[src/rtl/rom_read_arbiter.sv]
// Round-robin arbiter sharing one synchronous ROM between two burst requesters.
// Each grant issues LEN+1 consecutive reads; data returns one cycle later per requester.
module rom_read_arbiter #(
    parameter int ADDR_W = 4,
    parameter int DATA_W = 4
) (
    input  logic              clk,
    input  logic              rst,
    input  logic              req0,
    input  logic [ADDR_W-1:0] addr0,
    input  logic [ADDR_W-1:0] len0,
    output logic              gnt0,
    output logic              rvalid0,
    output logic [DATA_W-1:0] rdata0,
    input  logic              req1,
    input  logic [ADDR_W-1:0] addr1,
    input  logic [ADDR_W-1:0] len1,
    output logic              gnt1,
    output logic              rvalid1,
    output logic [DATA_W-1:0] rdata1,
    output logic              busy,
    output logic              rom_en,
    output logic [ADDR_W-1:0] rom_addr,
    input  logic [DATA_W-1:0] rom_data
);

    typedef enum logic [1:0] {
        S_IDLE  = 2'd0,
        S_BURST = 2'd1,
        S_DRAIN = 2'd2
    } state_t;

    state_t            state_q, state_d;
    logic              last_owner_q, last_owner_d;
    logic              owner_q, owner_d;
    logic [ADDR_W-1:0] base_q, base_d;
    logic [ADDR_W-1:0] len_q, len_d;
    logic [ADDR_W-1:0] beat_q, beat_d;
    logic              rvalid0_q, rvalid1_q;
    logic              winner;

    // With both requesting, the one that did not own the last burst wins.
    assign winner = (req0 && req1) ? ~last_owner_q : req1;

    always_comb begin
        state_d      = state_q;
        last_owner_d = last_owner_q;
        owner_d      = owner_q;
        base_d       = base_q;
        len_d        = len_q;
        beat_d       = beat_q;
        case (state_q)
            S_IDLE: begin
                if (req0 || req1) begin
                    owner_d      = winner;
                    last_owner_d = winner;
                    base_d       = winner ? addr1 : addr0;
                    len_d        = winner ? len1 : len0;
                    beat_d       = '0;
                    state_d      = S_BURST;
                end
            end
            S_BURST: begin
                if (beat_q == len_q) begin
                    state_d = S_DRAIN;
                end else begin
                    beat_d = beat_q + 1'b1;
                end
            end
            S_DRAIN: begin
                state_d = S_IDLE;
            end
            default: begin
                state_d = S_IDLE;
            end
        endcase
    end

    always_ff @(posedge clk) begin
        if (rst) begin
            state_q      <= S_IDLE;
            last_owner_q <= 1'b1;
            owner_q      <= 1'b0;
            beat_q       <= '0;
            rvalid0_q    <= 1'b0;
            rvalid1_q    <= 1'b0;
        end else begin
            state_q      <= state_d;
            last_owner_q <= last_owner_d;
            owner_q      <= owner_d;
            beat_q       <= beat_d;
            rvalid0_q    <= rom_en && !owner_q;
            rvalid1_q    <= rom_en && owner_q;
        end
    end

    always_ff @(posedge clk) begin
        base_q <= base_d;
        len_q  <= len_d;
    end

    // Address wraps silently in ADDR_W bits; held at 0 when no read is issued.
    assign rom_en   = (state_q == S_BURST);
    assign rom_addr = rom_en ? (base_q + beat_q) : '0;
    assign gnt0     = rom_en && (beat_q == '0) && !owner_q;
    assign gnt1     = rom_en && (beat_q == '0) && owner_q;
    assign busy     = (state_q != S_IDLE);

    // Gating by rvalid keeps undefined ROM output off the data ports.
    assign rvalid0  = rvalid0_q;
    assign rvalid1  = rvalid1_q;
    assign rdata0   = rvalid0_q ? rom_data : '0;
    assign rdata1   = rvalid1_q ? rom_data : '0;

endmodule
[config.mk]
export PLATFORM = sky130hd
export DESIGN_NAME = rom_read_arbiter
export DESIGN_NICKNAME = d
export VERILOG_FILES = /design/src/rtl/rom_read_arbiter.sv
export SDC_FILE = /design/constraint.sdc
export NUM_CORES = 1
export LEC_CHECK = 0
export ABC_AREA = 1
export BUFFER_PORTS_ARGS = -buffer_cell sky130_fd_sc_hd__buf_2
export CAP_MARGIN = 5
export CORE_ASPECT_RATIO = 0.5
export CORE_MARGIN = 1
export CORE_UTILIZATION = 35
export CTS_BUF_LIST = sky130_fd_sc_hd__clkbuf_8
export CTS_CLUSTER_SIZE = 24
export DETAILED_ROUTE_END_ITERATION = 12
export GPL_ROUTABILITY_DRIVEN = 0
export GPL_TIMING_DRIVEN = 0
export PLACE_DENSITY = 0.65
export SLEW_MARGIN = 20
export SYNTH_ARGS = -nofsm -noshare
export SYNTH_HDL_FRONTEND = slang
export SYNTH_SLANG_ARGS = --single-unit
[constraint.sdc]
create_clock -name clk -period 1.6 [get_ports clk]
set_clock_uncertainty 0.05 [all_clocks]
set_input_delay 0 -clock clk [delete_from_list [all_inputs] [get_ports clk]]
set_output_delay 0 -clock clk [all_outputs]
set_load 0.02 [all_outputs]
==> flow_results.org, run 1 <==
** Floorplanning
- DIE HEIGHT :: 41.1 um
- The die is 80.3 um wide.
- The floorplan has 13 rows.
- The floorplan step defined a die boundary enclosing 3300 um2.
- For this configuration, the core starts out at a cell density of 0.390.
- I/O pin count :: 42
- After floorplanning, the core was sized to cover 2750 um2.

** Synth
- Register bit total from synthesis :: 18
- Number of library cell types mapped by synthesis :: 20
- Syn nets :: 176
- Number of enable flip-flop cells after synthesis :: 8
- The mapped netlist covers 1070 um2.
- Synthesized instance count :: 146
- Of the synthesized area, sequential elements account for 0.411.
- In the synthesized netlist the dominant register cell turns out to be sky130_fd_sc_hd__dfxtp_1.
- In the synthesized netlist the async set-or-reset flop fraction comes to 0.
- For this run, the number of Yosys warnings is 0.
- Mean Syn Cell Area :: 7.34 um2

** Timing
- Final number of max-transition violations :: 0
- Headroom to the max-slew limit came out at 0.793.
- Number of setup violations in the final report :: 2
- Minimum clock period :: 1.66 ns
- Hold Slack :: 0.0494 ns
- PnR worst setup slack :: -0.0559 ns
- Max Fclk :: 604 MHz
- Dividing the final minimum period by the clock period gives 1.03.
- Unrepaired setup endpoints after global routing :: true
- For the final routed database, the setup TNS stands at -0.0564 ns.
- Actual slew at the worst max-slew pin :: 0.309 ns
- Total count of hold-check failures in the final report :: 0

** Clock tree
- TritonCTS clock tree :: yes
- CTS built an H-tree with a depth of 1.
- Clock Root Buffer :: sky130_fd_sc_hd__clkbuf_8
- Count of clock tree sinks :: 18
- Buffers inserted during clock tree synthesis total 3.
- The clock passes through at most 2 buffers.
- Clock latency reported for the late side of the worst-skew pair :: 0.26 ns
- After clock tree synthesis, the clock-pin slew on the worst setup and hold paths is 0.07 ns.

** Routing
- Wires add up to 2280 um.
- In this run the remaining antenna-violating nets after routing total 0.
- Detailed-route via count :: 1,043
- The detailed router finished its first iteration with 48 violations.
- Dividing the detail-routed wire length by the instance count gives 9.30 um.
- After detailed routing, the number of remaining DRC violations is 0.
- Before antenna repair, the detailed router went through 4 iterations.
- Mean number of vias per cell :: 4.26

** Layout
- Inserted Diodes :: 0
- Net count of the finished layout :: 239
- The library cell used most frequently in the layout, excluding fill and tap cells, is sky130_fd_sc_hd__nand2_1.
- The layout has 234 filler cells.
- Share of layout cells above drive strength 1 :: 0.303
- Area Overhead vs Synth :: 47.1%
- Top library cells by usage in the layout, fill and taps aside :: sky130_fd_sc_hd__nand2_1, sky130_fd_sc_hd__buf_2, sky130_fd_sc_hd__inv_1, sky130_fd_sc_hd__dlygate4sd3_1, sky130_fd_sc_hd__nor2_1
- Final std cell area, no fill :: 1580 um2
- Post-route core utilization :: 0.574

** Worst setup path
- The setup path with the least slack is of type flip-flop to primary output.
- STA puts the critical path data arrival time at 1.61 ns.
- Kind of end point of the critical path :: primary output
- Data on the critical path is required at its endpoint by 1.55 ns.
- Crit-path max FO :: 2
- Critical Path Source Type :: flip-flop

** Place
- The wire-length estimate of the detail-placed layout is 1660 um.
- Cell area after placement :: 1320 um2
- Worst slack at placement :: 0.192 ns
- PortBufs :: 41

** GRT
- Wire length of the first global-routing pass :: 3540 um
- For this run, the total global-route usage over all layers was measured as 0.152.
- For this run, global-route usage on met3 was measured as 0.0400.
- The number of antenna violations at the first check in global routing came to 0.
- For this run, global-route usage on met1 was measured as 0.185.
- The number of global-route vias before repair was 832.
- The global routing stage identified its most utilized layer as met2.
- For this run, global-route usage on met2 was measured as 0.278.
- Entering global routing, the biggest net connects 11 pins.
- The total overflow left after global routing is 0.

** Power
- In this run the power density over the cells is 797 nW/um2.
- VDD sags by at most 0.000385 V.
- Leak Pwr :: 0.866 nW

** Outcome
- Violated checks :: setup timing
- Result of the run :: finished with violations

** Hold path
- Class of the tightest hold or removal check :: primary input to flip-flop

** Run
- Across the run, the number of max-cap violations was 0.
## final cells by class
class | count | area, um2 | share of cell area
Tap cell | 37 | 46.3 | 0.0293
Inverter | 26 | 97.6 | 0.0619
Clock buffer | 4 | 55.1 | 0.0349
Timing Repair Buffer | 58 | 383 | 0.243
Sequential cell | 18 | 444 | 0.282
Multi-Input combinational cell | 102 | 552 | 0.350
## Yosys cell counts (2+ instances only)
cell,n,share of area
sky130_fd_sc_hd__a21oi_1,5,0.023
sky130_fd_sc_hd__xnor2_1,2,0.016
sky130_fd_sc_hd__edfxtp_1,8,0.22
sky130_fd_sc_hd__inv_1,23,0.081
sky130_fd_sc_hd__nor2_4,2,0.021
sky130_fd_sc_hd__nand2_4,2,0.021
sky130_fd_sc_hd__nand3_1,7,0.033
sky130_fd_sc_hd__inv_2,2,0.0070
sky130_fd_sc_hd__dfxtp_1,10,0.19
sky130_fd_sc_hd__ha_1,5,0.058
sky130_fd_sc_hd__nor2_2,2,0.012
sky130_fd_sc_hd__nand2_1,56,0.20
sky130_fd_sc_hd__nor2_1,13,0.046
sky130_fd_sc_hd__nand2_2,2,0.012
sky130_fd_sc_hd__xor2_1,2,0.016
## per-layer routing
metal	vias to the layer above	wire length [um]
met1	440	1080
met5	-	0
met3	2	129
met4	0	21
met2	37	1040
li1	564	-
## critical path: stages, from the launching register on
cell and delay (ns):
sky130_fd_sc_hd__edfxtp_1 0.38, sky130_fd_sc_hd__ha_2 0.21, sky130_fd_sc_hd__fa_2 0.52, sky130_fd_sc_hd__inv_2 0.03
sky130_fd_sc_hd__nor2_1 0.07, sky130_fd_sc_hd__buf_4 0.14
## repair_timing
item                       CTS  global route
hold buffers                17             0
hold endpoints to repair    11             0
pin swaps                    2             1
setup buffers                0             0
setup endpoints to repair    3             3
resized for setup            6             4
cloned                       0             0
## state kept, by name, indices dropped and copies added (netlist names)
register      count
base_q            4
beat_q            4
len_q             4
state_q           2
last_owner_q      1
owner_q           1
rvalid0           1
rvalid1           1
## metrics by stage
step	power, mW	instances
4_1_cts	1.26	245
6_report	1.26	245
3_5_place_dp	0.854	224
2_1_floorplan	0.756	146
3_3_place_gp	0.847	224
5_1_grt	1.33	245
## power by group
group          internal, mW  total [mW]  switching [mW]
Clock                 0.219       0.370           0.151
Sequential            0.528       0.557          0.0288
Combinational         0.141       0.330           0.189
Total                 0.888        1.26           0.369
## kinds of logic (layout without fill, tap and decap cells)
family / Yosys count / in the layout / synth area share
buf+inv: 26 / 88 / 0.0910
xor+xnor: 4 / 4 / 0.0327
compound gates: 7 / 7 / 0.0432
fa+ha+maj: 6 / 6 / 0.0770
flops: 18 / 18 / 0.411
simple gates: 85 / 85 / 0.345
## path summary, 6_finish.rpt
path	startpoint	to	slack, ns	depth (start not counted)
max	base_q[0]$_DFFE_PP_	rom_addr[1]	-0.06	5
min	req0	owner_q$_SDFFE_PP0P_	0.05	4
max reg2reg	state_q[1]$_SDFFE_PP0P_	base_q[1]$_DFFE_PP_	0.20	3
min reg2reg	owner_q$_SDFFE_PP0P_	rvalid0$_SDFF_PP0_	0.43	1
Note: power is estimated with default switching activity, not from simulation.
==> run 2: changes to the inputs <==
--- a/config.mk
+++ b/config.mk
@@ -17,6 +17,7 @@
 export GPL_ROUTABILITY_DRIVEN = 0
 export GPL_TIMING_DRIVEN = 0
 export PLACE_DENSITY = 0.65
+export SETUP_SLACK_MARGIN = 0.05
 export SLEW_MARGIN = 20
 export SYNTH_ARGS = -nofsm -noshare
 export SYNTH_HDL_FRONTEND = slang
==> run 2 against run 1 <==
The flow still finishes with violations (setup timing). Non-clock buffer count stayed put. Clock power is 1% lower. Highest routed layer unchanged. Flip-flop and latch count stayed put. First-iteration DRC count is 25% higher. Largest power group unchanged.
==> flow_results.org, run 2 (synthesis gave the netlist of run 1 again) <==
** Worst setup path
- Crit-path max FO :: 2 (unchanged)
- STA classifies the critical path endpoint as a primary output.
- The worst endpoint data arrival time came to 1.61 ns (about the same).
- The number of cells on the worst reg-to-reg path is 3 (unchanged).
- The worst setup path is launched from a flip-flop.
- Critical path required time :: 1.55 ns (about the same)
- Critical path start-end classification :: flip-flop to primary output

** Timing
- The tightest slew margin relative to the limit came to 0.797 (+0.00357).
- The actual transition at the worst max-transition pin came to 0.303 ns (-0.00534 ns).
- The total of endpoints with negative setup slack in the final report came to 1 (-1).
- Sum of negative setup slack :: -0.0554 ns (+0.00101 ns)
- The number of slew-limit violations in the final report was 0 (unchanged).
- Unrepaired setup endpoints after global routing :: true
- The maximum achievable frequency is 604 MHz (about the same).
- Period utilization :: 1.03 (about the same)
- The final setup slack of the worst path is -0.0554 ns (+0.000504 ns).
- Total count of hold-check failures in the final report :: 0 (unchanged)
- The post-layout minimum cycle time is 1.66 ns (-0.000504 ns).

** Layout
- The count of antenna diodes in the layout was 0 (unchanged).
- Area taken by multi-input logic gates :: 552 um2 (unchanged)
- The area taken by flip-flops and latches came to 444 um2 (unchanged).
- Fill count :: 234 (unchanged)
- The proportion of layout cells with a drive suffix above 1 came to 0.303 (unchanged).
- The largest registers in the layout are base_q: 4 flops, beat_q: 4 flops, len_q: 4 flops.
- Most common cell after layout, fill and taps aside :: sky130_fd_sc_hd__nand2_1
- Top library cells by usage in the layout, fill and taps aside :: sky130_fd_sc_hd__nand2_1, sky130_fd_sc_hd__buf_2, sky130_fd_sc_hd__inv_1, sky130_fd_sc_hd__dlygate4sd3_1, sky130_fd_sc_hd__nor2_1
- The area growth from synthesis to layout came to 47.1% (unchanged).
- Net count of the finished layout :: 239 (unchanged)

** Place
- The post-detailed-placement half-perimeter wirelength came to 1660 um (unchanged).
- PortBufs :: 41 (unchanged)
- The setup slack after placement is 0.192 ns (unchanged).

** Floorplanning
- The chip height is 41.1 um (unchanged).
- The initial core utilization came to 0.390 (unchanged).
- The number of top-level pins came to 42 (unchanged).
- Floorplan die area :: 3300 um2 (unchanged)
- Core area :: 2750 um2 (unchanged)
- Die width :: 80.3 um (unchanged)
- The number of standard-cell rows in the floorplan was 13 (unchanged).

** Clock tree
- The maximum number of buffers from clock root to sink was 2 (unchanged).
- The clock latency on the worst-skew pair was 0.25 ns (about the same).
- The tree is rooted in a sky130_fd_sc_hd__clkbuf_8.
- TritonCTS built the clock tree.
- Number of buffers inserted during clock tree synthesis :: 3 (unchanged)
- Count of clock tree sinks :: 18 (unchanged)
- The number of buffers inserted by post-CTS setup repair came to 0 (unchanged).
- The clock-pin slew of the registers on the worst-case setup and hold paths is 0.07 ns (about the same).
- H-Tree Depth :: 1 (unchanged)

** GRT
- The first-pass GRT wire length was 3550 um (+0.20%).
- The maximum number of pins on one net before global-route repair was 11 (unchanged).
- Global-route congestion overflow total :: 0 (unchanged)
- The overall global routing resource usage is 0.152 (unchanged).
- Via count of the first global-routing pass :: 843 (+1.3%)
- The number of antenna violations at the first check in global routing came to 0 (unchanged).

** Hold path
- The worst hold path cell count is 4 (unchanged).
- The min-delay analysis places its worst path in the category primary input to flip-flop.

** Routing
- In this run the top signal layer used is met4.
- The number of iterations in the first detailed-routing pass is 4 (unchanged).
- Detailed Route WL :: 2270 um (-0.53%)
- Metal2 WL :: 1040 um (-0.77%)
- Number of nets with antenna violations after detailed routing :: 0 (unchanged)
- The post-route DRC violation count was 0 (unchanged).
- The iteration-0 DRC count of the detailed router came to 60 (+25%).
- The average wire per standard cell was 9.25 um (-0.53%).
- The via density per instance is 4.26 (unchanged).
- The routed length on met1 is 1080 um (-0.65%).
- The total length of routed met3 wires came to 132 um (+2.3%).
- The number of vias after detailed routing was 1,043 (unchanged).

** Outcome
- The checks that failed: setup timing.
- The run finished, with violations left.

** Power
- The total power density per cell area came to 793 nW/um2 (-0.47%).
- Highest ir drop seen on vdd :: 0.000383 V (-0.38%)
- The leakage power was 0.866 nW (unchanged).

** Run
- The number of maximum-capacitance violations was 0 (unchanged).
## run 2: worst paths after layout
check                                 start                   endpoint  slack [ns]
hold / removal                         req0       owner_q$_SDFFE_PP0P_        0.05
setup / recovery        base_q[0]$_DFFE_PP_                rom_addr[1]       -0.06
hold reg to reg   last_owner_q$_SDFFE_PP1P_  last_owner_q$_SDFFE_PP1P_        0.42
setup reg to reg    state_q[1]$_SDFFE_PP0P_        base_q[1]$_DFFE_PP_        0.21
## run 2: repair_timing
item	4_1_cts	5_1_grt
hold buffers	17	0
resized for setup	6	4
pin swaps	2	1
hold endpoints to repair	11	0
setup endpoints to repair	3	3
## run 2: worst max-delay path, stage by stage, from the launching register on
cell and delay, ns:
sky130_fd_sc_hd__edfxtp_1 0.38, sky130_fd_sc_hd__ha_2 0.21, sky130_fd_sc_hd__fa_2 0.52, sky130_fd_sc_hd__inv_2 0.03
sky130_fd_sc_hd__nor2_1 0.07, sky130_fd_sc_hd__buf_4 0.14
## run 2: stage by stage
step           instance area (um2)  hold slack (ns)  utilization  cells  total power, mW
4_1_cts                       1570           0.0479        0.572    245             1.26
6_report                      1580           0.0504        0.574    245             1.25
5_1_grt                       1580           0.0596        0.574    245             1.33
3_3_place_gp                  1320            0.216        0.482    224            0.847
3_5_place_dp                  1320            0.215        0.482    224            0.854
2_1_floorplan                 1070           0.0191            -    146            0.756
## run 2: cell type report
cell class,count,area share
clock buffers,4,0.0349
inverters,26,0.0619
multi-input cells,102,0.350
flip-flops and latches,18,0.282
well taps,37,0.0293
repair buffers,58,0.243
## run 2: metal layers
| layer | track usage | up-vias |
|---|---|---|
| met4 | 0.0446 | 0 |
| met5 | 0 | - |
| met2 | 0.278 | 37 |
| met1 | 0.181 | 439 |
| li1 | - | 565 |
| met3 | 0.0444 | 2 |
## run 2: report_power, final
group | switching, mW | leakage, nW | internal (mW)
Clock | 0.146 | 0.0288 | 0.219
Combinational | 0.188 | 0.675 | 0.141
Sequential | 0.0284 | 0.162 | 0.529
Total | 0.363 | 0.866 | 0.888
